--- config.mk ---
export PLATFORM = sky130hd
export DESIGN_NAME = keypad_scan_debounce
export DESIGN_NICKNAME = d
export VERILOG_FILES = /design/src/rtl/keypad_scan_debounce.sv
export SDC_FILE = /design/constraint.sdc
export NUM_CORES = 1
export LEC_CHECK = 0
export CAP_MARGIN = 10
export CORE_MARGIN = 2
export CORE_UTILIZATION = 64
export CTS_BUF_LIST = sky130_fd_sc_hd__clkbuf_2
export CTS_CLUSTER_SIZE = 16
export DETAILED_ROUTE_END_ITERATION = 8
export PLACE_DENSITY = 0.9
export SLEW_MARGIN = 5
export SYNTH_ARGS = -nofsm -noshare
export SYNTH_HDL_FRONTEND = slang
export SYNTH_SLANG_ARGS = --single-unit
--- constraint.sdc ---
create_clock -name clk -period 8 [get_ports clk]
set_clock_uncertainty 0.05 [all_clocks]
set_input_delay 1.6 -clock clk [delete_from_list [all_inputs] [get_ports clk]]
set_output_delay 1.6 -clock clk [all_outputs]
set_load 0.05 [all_outputs]
--- src/rtl/keypad_scan_debounce.sv ---
`default_nettype none
// +--------------------------------------------------------------------------+
// | Module : keypad_scan_debounce                                            |
// | Scans a 4x4 active-low matrix keypad, debounces whole frames and emits   |
// | one key_valid strobe with the decoded key code per accepted press.       |
// | Rev    : 1.0  initial release                                            |
// +--------------------------------------------------------------------------+
module keypad_scan_debounce #(
    parameter int SCAN_DIV       = 10,
    parameter int DEBOUNCE_SCANS = 5
) (
    input  logic       clk,
    input  logic       reset,
    input  logic       en,
    input  logic [3:0] kb_row_n,
    output logic [3:0] kb_col_n,
    output logic [3:0] key_code,
    output logic       key_valid,
    output logic       key_held,
    output logic [1:0] scan_state
);

    localparam logic [1:0] c_st_scan     = 2'd0;
    localparam logic [1:0] c_st_debounce = 2'd1;
    localparam logic [1:0] c_st_held     = 2'd2;
    localparam logic [7:0] c_div_last    = 8'(SCAN_DIV - 1);
    localparam logic [3:0] c_db_target   = 4'(DEBOUNCE_SCANS);

    logic [3:0]  r_row_meta, r_row_sync;
    logic [7:0]  r_div;
    logic [1:0]  r_col;
    logic        r_parked;
    logic [11:0] r_frame;
    logic [1:0]  r_state;
    logic [3:0]  r_cnt, r_rel, r_cand, r_code;
    logic        r_valid;

    logic        w_sample, w_frame_end, w_none, w_single, w_accept;
    logic [15:0] w_frame_full;
    logic [3:0]  w_idx, w_cnt_nxt, w_rel_nxt, w_cand_nxt;
    logic [1:0]  w_state_nxt;

    function automatic logic [3:0] f_key_map(input logic [3:0] idx);
        logic [3:0] code;
        case (idx)
            4'd0:    code = 4'h1;  4'd1:  code = 4'h4;  4'd2:  code = 4'h7;  4'd3:  code = 4'hE;
            4'd4:    code = 4'h2;  4'd5:  code = 4'h5;  4'd6:  code = 4'h8;  4'd7:  code = 4'h0;
            4'd8:    code = 4'h3;  4'd9:  code = 4'h6;  4'd10: code = 4'h9;  4'd11: code = 4'hF;
            4'd12:   code = 4'hA;  4'd13: code = 4'hB;  4'd14: code = 4'hC;
            default: code = 4'hD;
        endcase
        return code;
    endfunction

    assign w_sample    = !r_parked && (r_div == c_div_last);
    assign w_frame_end = w_sample && (r_col == 2'd3);
    // Column 3 is classified straight from the synchroniser on its sample cycle.
    assign w_frame_full = {~r_row_sync, r_frame};
    assign w_none       = (w_frame_full == 16'd0);
    assign w_single     = !w_none && ((w_frame_full & (w_frame_full - 16'd1)) == 16'd0);

    always_comb begin
        w_idx = 4'd0;
        for (int i = 0; i < 16; i++) begin
            if (w_frame_full[i]) w_idx = 4'(i);
        end
    end

    always_ff @(posedge clk) begin
        if (reset) begin
            r_row_meta <= 4'b1111;
            r_row_sync <= 4'b1111;
            r_div      <= 8'd0;
            r_col      <= 2'd0;
            r_parked   <= 1'b0;
            r_frame    <= 12'd0;
        end else begin
            r_row_meta <= kb_row_n;
            r_row_sync <= r_row_meta;
            if (!en) begin
                r_parked <= 1'b1;
                r_div    <= 8'd0;
                r_col    <= 2'd0;
                r_frame  <= 12'd0;
            end else if (r_parked) begin
                r_parked <= 1'b0;
            end else if (w_sample) begin
                r_div <= 8'd0;
                r_col <= r_col + 2'd1;
                case (r_col)
                    2'd0:    r_frame[3:0]  <= ~r_row_sync;
                    2'd1:    r_frame[7:4]  <= ~r_row_sync;
                    2'd2:    r_frame[11:8] <= ~r_row_sync;
                    default: ;
                endcase
            end else begin
                r_div <= r_div + 8'd1;
            end
        end
    end

    always_comb begin
        w_state_nxt = r_state;
        w_cnt_nxt   = r_cnt;
        w_rel_nxt   = r_rel;
        w_cand_nxt  = r_cand;
        w_accept    = 1'b0;
        if (w_frame_end) begin
            case (r_state)
                c_st_scan: begin
                    if (w_single) begin
                        w_cand_nxt = w_idx;
                        w_cnt_nxt  = 4'd1;
                        if (c_db_target == 4'd1) begin
                            w_state_nxt = c_st_held;
                            w_cnt_nxt   = 4'd0;
                            w_accept    = 1'b1;
                        end else begin
                            w_state_nxt = c_st_debounce;
                        end
                    end
                end
                c_st_debounce: begin
                    if (w_single && (w_idx == r_cand)) begin
                        w_cnt_nxt = r_cnt + 4'd1;
                        if (r_cnt + 4'd1 == c_db_target) begin
                            w_state_nxt = c_st_held;
                            w_cnt_nxt   = 4'd0;
                            w_accept    = 1'b1;
                        end
                    end else begin
                        w_state_nxt = c_st_scan;
                        w_cnt_nxt   = 4'd0;
                    end
                end
                c_st_held: begin
                    if (w_none) begin
                        w_rel_nxt = r_rel + 4'd1;
                        if (r_rel + 4'd1 == c_db_target) begin
                            w_state_nxt = c_st_scan;
                            w_rel_nxt   = 4'd0;
                        end
                    end else begin
                        w_rel_nxt = 4'd0;
                    end
                end
                default: begin
                    w_state_nxt = c_st_scan;
                    w_cnt_nxt   = 4'd0;
                    w_rel_nxt   = 4'd0;
                end
            endcase
        end
    end

    always_ff @(posedge clk) begin
        if (reset) begin
            r_state <= c_st_scan;
            r_cnt   <= 4'd0;
            r_rel   <= 4'd0;
            r_cand  <= 4'd0;
            r_valid <= 1'b0;
            r_code  <= 4'd0;
        end else if (!en) begin
            // Parked: key_code is kept so the last digit stays readable.
            r_state <= c_st_scan;
            r_cnt   <= 4'd0;
            r_rel   <= 4'd0;
            r_cand  <= 4'd0;
            r_valid <= 1'b0;
        end else begin
            r_state <= w_state_nxt;
            r_cnt   <= w_cnt_nxt;
            r_rel   <= w_rel_nxt;
            r_cand  <= w_cand_nxt;
            r_valid <= w_accept;
            if (w_accept) r_code <= f_key_map(w_cand_nxt);
        end
    end

    assign kb_col_n   = r_parked ? 4'b1111 : ~(4'b0001 << r_col);
    assign key_code   = r_code;
    assign key_valid  = r_valid;
    assign key_held   = (r_state == c_st_held);
    assign scan_state = r_state;

endmodule
`default_nettype wire

== Yosys cells after proc, flatten, opt, wreduce, memory -nomap -nowiden ==
Memory sizes are Yosys's and may differ from the RTL's. A register that Yosys moved wholly into a read port is not among the register bits.
Index checks and enable logic that the tools add are counted.

* Register bits after elaboration: 46
* ROM bits: 64
* Input port bits: 7
* Output and inout bits: 12
* Logic and storage cells: 98
* Memories kept: 1

* Add/sub/neg operators: 5
* Equal/unequal tests: 13
* Shift operators: 1
* Multiplexer cells: 38
* Bitwise logic cells: 7
* Reductions and logical operators: 20

{| class="wikitable"
|+ Memories
! memory !! words !! bits a word !! rd ports !! clocked after Yosys merged registers in !! wr ports !! line !! source
|-
| (no name shown) || 16 || 4 || 1 || 1 || 0 || 45 || <nowiki>case (idx)</nowiki>
|}

{| class="wikitable"
|+ Operators by type and width
! cell !! count
|-
| $mux W4 || 23
|-
| $logic_not A16 Y1 || 2
|-
| $and A16 B16 Y16 || 1
|-
| $sub A16 B1 Y16 const B || 1
|-
| $pmux W4 S3 || 1
|-
| $reduce_and A3 Y1 || 4
|-
| $mux W2 || 5
|-
| $add A4 B1 Y4 const B || 2
|-
| $add A8 B1 Y8 const B || 1
|-
| $eq A4 B3 Y1 const B || 2
|-
| $eq A8 B4 Y1 const B || 1
|-
| $mux W8 || 1
|-
| $not A4 Y4 || 2
|-
| $pmux W4 S2 || 1
|-
| $eq A2 B2 Y1 const B || 3
|-
| $mux W1 || 6
|-
| $pmux W2 S3 || 1
|-
| $reduce_and A2 Y1 || 3
|-
| $reduce_and A5 Y1 || 1
|-
| $eq A2 B1 Y1 const B || 2
|-
| $eq A4 B4 Y1 || 1
|-
| $logic_and A1 B1 Y1 || 4
|-
| $logic_not A2 Y1 || 2
|-
| $ne A2 B1 Y1 const B || 2
|-
| other kinds (7) || 12
|}

== Logic depth before layout (Yosys ltp) ==
* Depth in word-level cells: 21
* Gate-level depth with buffers: 11
* Mapped depth without buffers: 9

== Worst setup path after synthesis ==
OpenSTA, ideal clock, no wires.

* Path kind: reg2out
* Start: register r_state[1], in the netlist scan_state[1]
* End: output port key_held
* Arrival: 1.534 ns
* Required time: 6.350 ns
* Path slack: 4.816 ns
* Stages on the path, launching flop included: 2
* Cells stage by stage: dfxtp_1 -> nor2b_1

* Cells in the longest elaborated chain, start to end: 1

{| class="wikitable"
|+ Ends and longest elaborated chain
! item !! line !! source
|-
| from (decl) || 34 || <nowiki>logic [1:0] r_state;</nowiki>
|-
| from (signal assigned) || 158 || <nowiki>r_state <= c_st_scan;</nowiki>
|-
| from (signal assigned) || 166 || <nowiki>r_state <= c_st_scan;</nowiki>
|-
| from (signal assigned) || 172 || <nowiki>r_state <= w_state_nxt;</nowiki>
|-
| $eq A2 B2 Y1 || 184 || <nowiki>assign key_held = (r_state == c_st_held);</nowiki>
|-
| to (decl) || 19 || <nowiki>output logic key_held,</nowiki>
|}

No other way between the ends.

== Worst setup path in the final report ==
Same ends and word-level chain as after synthesis.

==> results.yml <==
run_status:
  result_of_the_run: "finished clean"
pwr:
  seq_power_share: 0.669
  cellInternalPower_uw: 285
  vdd.ir_drop.worst_uv: 92.9
  clock_power_share: 0.258
  net-switching-power_uw: 97.4
  p_sw_frac: 0.254
  power_density_nw_per_um2: 130
  share_comb_of_total_power: 0.073
  p_leak_nw: 1.02
  totalPowerFinal_uw: 383
global_routing:
  globalRoute.busiestLayer: "met2"
  gr-usage-met1: 0.332
  grt_start_max_net_pins: 32
  global_route.overflow_total: 0
  first_global_vias: 2208
  initial_antenna_violation_count: 0
  total_routing_resource_utilization_after_global_routing: 0.248
  global_route_wire_length_before_repair_um: 9920
  groute.layer.met3.usage: 0.0349
  grt_util_met2: 0.419
setup_path:
  delay_of_the_slowest_cell_on_the_worst_path_ns: 0.83
  r2r_setup_slack_ns: 4.93
  regToRegStartpoint: "r_frame[8]$_SDFFE_PP0P_"
  timing.critical_path.fanout_max: 9
  worst_r2r_path_depth: 7
  crit_path_cell_trace: "nor2b_1, clkdlybuf4s50_1"
  r2r_end: "r_cnt[3]$_SDFFE_PP0P_"
  worst_setup_path_startpoint: "scan_state[1]$_SDFFE_PP0P_"
  critical_path_buf_inv_count: 1
  worst_setup_path_end_kind: "output port"
  cpMaxStageDelayCell: "clkdlybuf4s50_1"
  worst_setup_start_kind: "flip-flop"
  path_class: "reg2out"
  crit_path_end: "key_held"
  timing.critical_path.required_ns: 6.35
  arrival_time_at_the_worst_endpoint_ns: 2.09
  worst-path-stages: 2
  critical-path-top-delay-family: "buffers and inverters"
route:
  initialDrtViolationCount: 197
  vias: 2419
  routedWlPerCell_um: 14.5
  drc_violation_count_after_routing: 0
  firstDrtPassIters: 5
  antenna_left: 0
  routed_via_density: 6.16
  drt-total-wl_um: 5710
sta:
  maxSlewHeadroom: 0.220
  maxSlewViolCount: 0
  timing_hold_violations_final: 0
  fmax_ghz: 0.267
  fin_setup_tns_ns: 0
  finalCriticalPeriod_ns: 3.74
  worst_pin_slew_ns: 1.17
  setup_viol_count_final: 0
  rsz0062_at_grt: "no"
  min_period_over_period: 0.468
clocking:
  tritoncts: "done"
  cts.clk_slew.worst_paths_ns: 0.23
  ctsLongestPathBuffers: 2
  hold_buffers: 0
  cts-resized-gates: 0
  tritoncts.num_buffers: 5
  clk_latency_ns: 0.42
  cts.root.buffer_cell: "clkbuf_2"
  cts-htree-levels: 2
  cts_setup_buffers: 0
  numClockSinks: 50
synthesis:
  synth_flop_cell: "dfxtp_1"
  syn-num-nets: 353
  synthMostInstantiatedCell: "dfxtp_1"
  yosys-top-cells-count: "dfxtp_1, nor2_1, a21oi_1"
  postSynth.asyncResetShare: 0
  syn_area_um2: 2740
  netlist.top_cell.by_area: "dfxtp_1"
  synth-edff-count: 0
  avgSynthCellArea_um2: 8.14
  synthDominantCellAreaShare: 0.366
  ys.warnings.count: 0
  yosys_register_bits: 50
  syn_inst: 336
  proportion_of_synthesized_chip_area_in_sequential_cells: 0.366
  synth_cell_type_count: 51
  post_synth_main_area_contributors: "dfxtp_1, nor2_1, a211oi_1"
die:
  core_um2: 4060
  rows: 23
  pin_count: 19
  start_util: 0.674
  die_area_um2: 4810
  chipHeight_um: 69.4
  chipWidth_um: 69.4
final_layout:
  flow.area_growth_from_synthesis_pct: 7.77
  seq_area_um2: 1000
  layout-drive-gt1-share: 0.0729
  n_antenna_cell: 0
  fill_cells: 318
  multiInputGateArea_um2: 1620
  design.final.nets: 360
placement:
  hpwlAfterDp_um: 4130
  numPortBuffers: 18
  place.gp.congestion: 0.888
hold_path:
  timing.hold.worst.class: "reg2reg"
  min_path_cells: 1
job:
  max_cap_viol_count: 0
[registers in the layout, indices dropped and copies added (netlist names), 2 cells and up]
register / flops
key_code: 4
r_row_sync: 4
r_row_meta: 4
r_frame: 12
scan_state: 2
r_div: 8
r_rel: 4
r_col: 2
r_cnt: 4
r_cand: 4
[area by class of cell]
| class | count | share of cell area |
|---|---|---|
| clock buffers | 6 | 0.0102 |
| inverters | 12 | 0.0153 |
| well taps | 50 | 0.0212 |
| clock inverters | 1 | 0.00255 |
| repair buffers | 19 | 0.0636 |
| multi-input cells | 255 | 0.548 |
| flip-flops and latches | 50 | 0.339 |
[kinds of logic (layout without fill, tap and decap cells)]
family / Yosys count / count (layout) / synth area share
AO/OA/AOI/OAI: 76 / 76 / 0.181
XOR/XNOR: 14 / 14 / 0.0448
adder cells (fa/ha/maj): 10 / 10 / 0.0457
buffers and inverters: 31 / 38 / 0.0439
flip-flops: 50 / 50 / 0.366
multiplexers: 5 / 5 / 0.0183
AND/OR/NAND/NOR: 150 / 150 / 0.300
[layout by cell type (no fill, tap or decap), drive strengths merged, types with 11 or more instances in the layout]
cell | Yosys | layout
clkdlybuf4s50 | 0 | 18
nor3 | 14 | 14
nor2b | 11 | 11
nor2 | 45 | 45
dfxtp | 50 | 50
inv | 12 | 12
a21oi | 21 | 21
nand2 | 15 | 15
nand2b | 11 | 11
a211oi | 18 | 18
o21ai | 12 | 12
[power by group through the flow]
stage | combinational [mW] | clock [mW] | sequential [mW]
2_1_floorplan | 0.0218 | 0 | 0.258
3_3_place_gp | 0.0269 | 0 | 0.260
3_5_place_dp | 0.0279 | 0 | 0.261
4_1_cts | 0.0280 | 0.100 | 0.256
5_1_grt | 0.0309 | 0.112 | 0.257
6_report | 0.0281 | 0.0986 | 0.256
[per-layer routing]
metal | routed length, um | vias to the layer above
met5 | 0 | -
met4 | 65 | 0
met3 | 305 | 7
met2 | 2720 | 75
met1 | 2620 | 1121
li1 | - | 1216
[worst min path at each step]
stage / start / endpoint
4_1_cts: r_row_meta[1]$_SDFF_PP1_ / r_row_sync[1]$_SDFF_PP1_
5_1_grt: r_row_meta[1]$_SDFF_PP1_ / r_row_sync[1]$_SDFF_PP1_
2_1_floorplan: r_row_meta[0]$_SDFF_PP1_ / r_row_sync[0]$_SDFF_PP1_
3_5_place_dp: r_row_meta[1]$_SDFF_PP1_ / r_row_sync[1]$_SDFF_PP1_
3_3_place_gp: r_row_meta[3]$_SDFF_PP1_ / r_row_sync[3]$_SDFF_PP1_
6_report: r_row_meta[1]$_SDFF_PP1_ / r_row_sync[1]$_SDFF_PP1_
[metrics by stage]
| step | instances | util | hold WS [ns] | setup WS [ns] | cell area (um2) |
|---|---|---|---|---|---|
| floorplan | 336 | - | 0.339 | 4.82 | 2740 |
| global route | 393 | 0.727 | 0.406 | 4.16 | 2950 |
| detailed placement | 386 | 0.718 | 0.345 | 4.10 | 2910 |
| global placement | 386 | 0.718 | 0.344 | 4.21 | 2910 |
| CTS | 393 | 0.727 | 0.394 | 4.24 | 2950 |
| finish | 393 | 0.727 | 0.391 | 4.26 | 2950 |
No activity file was read; power rests on OpenSTA's default activity.
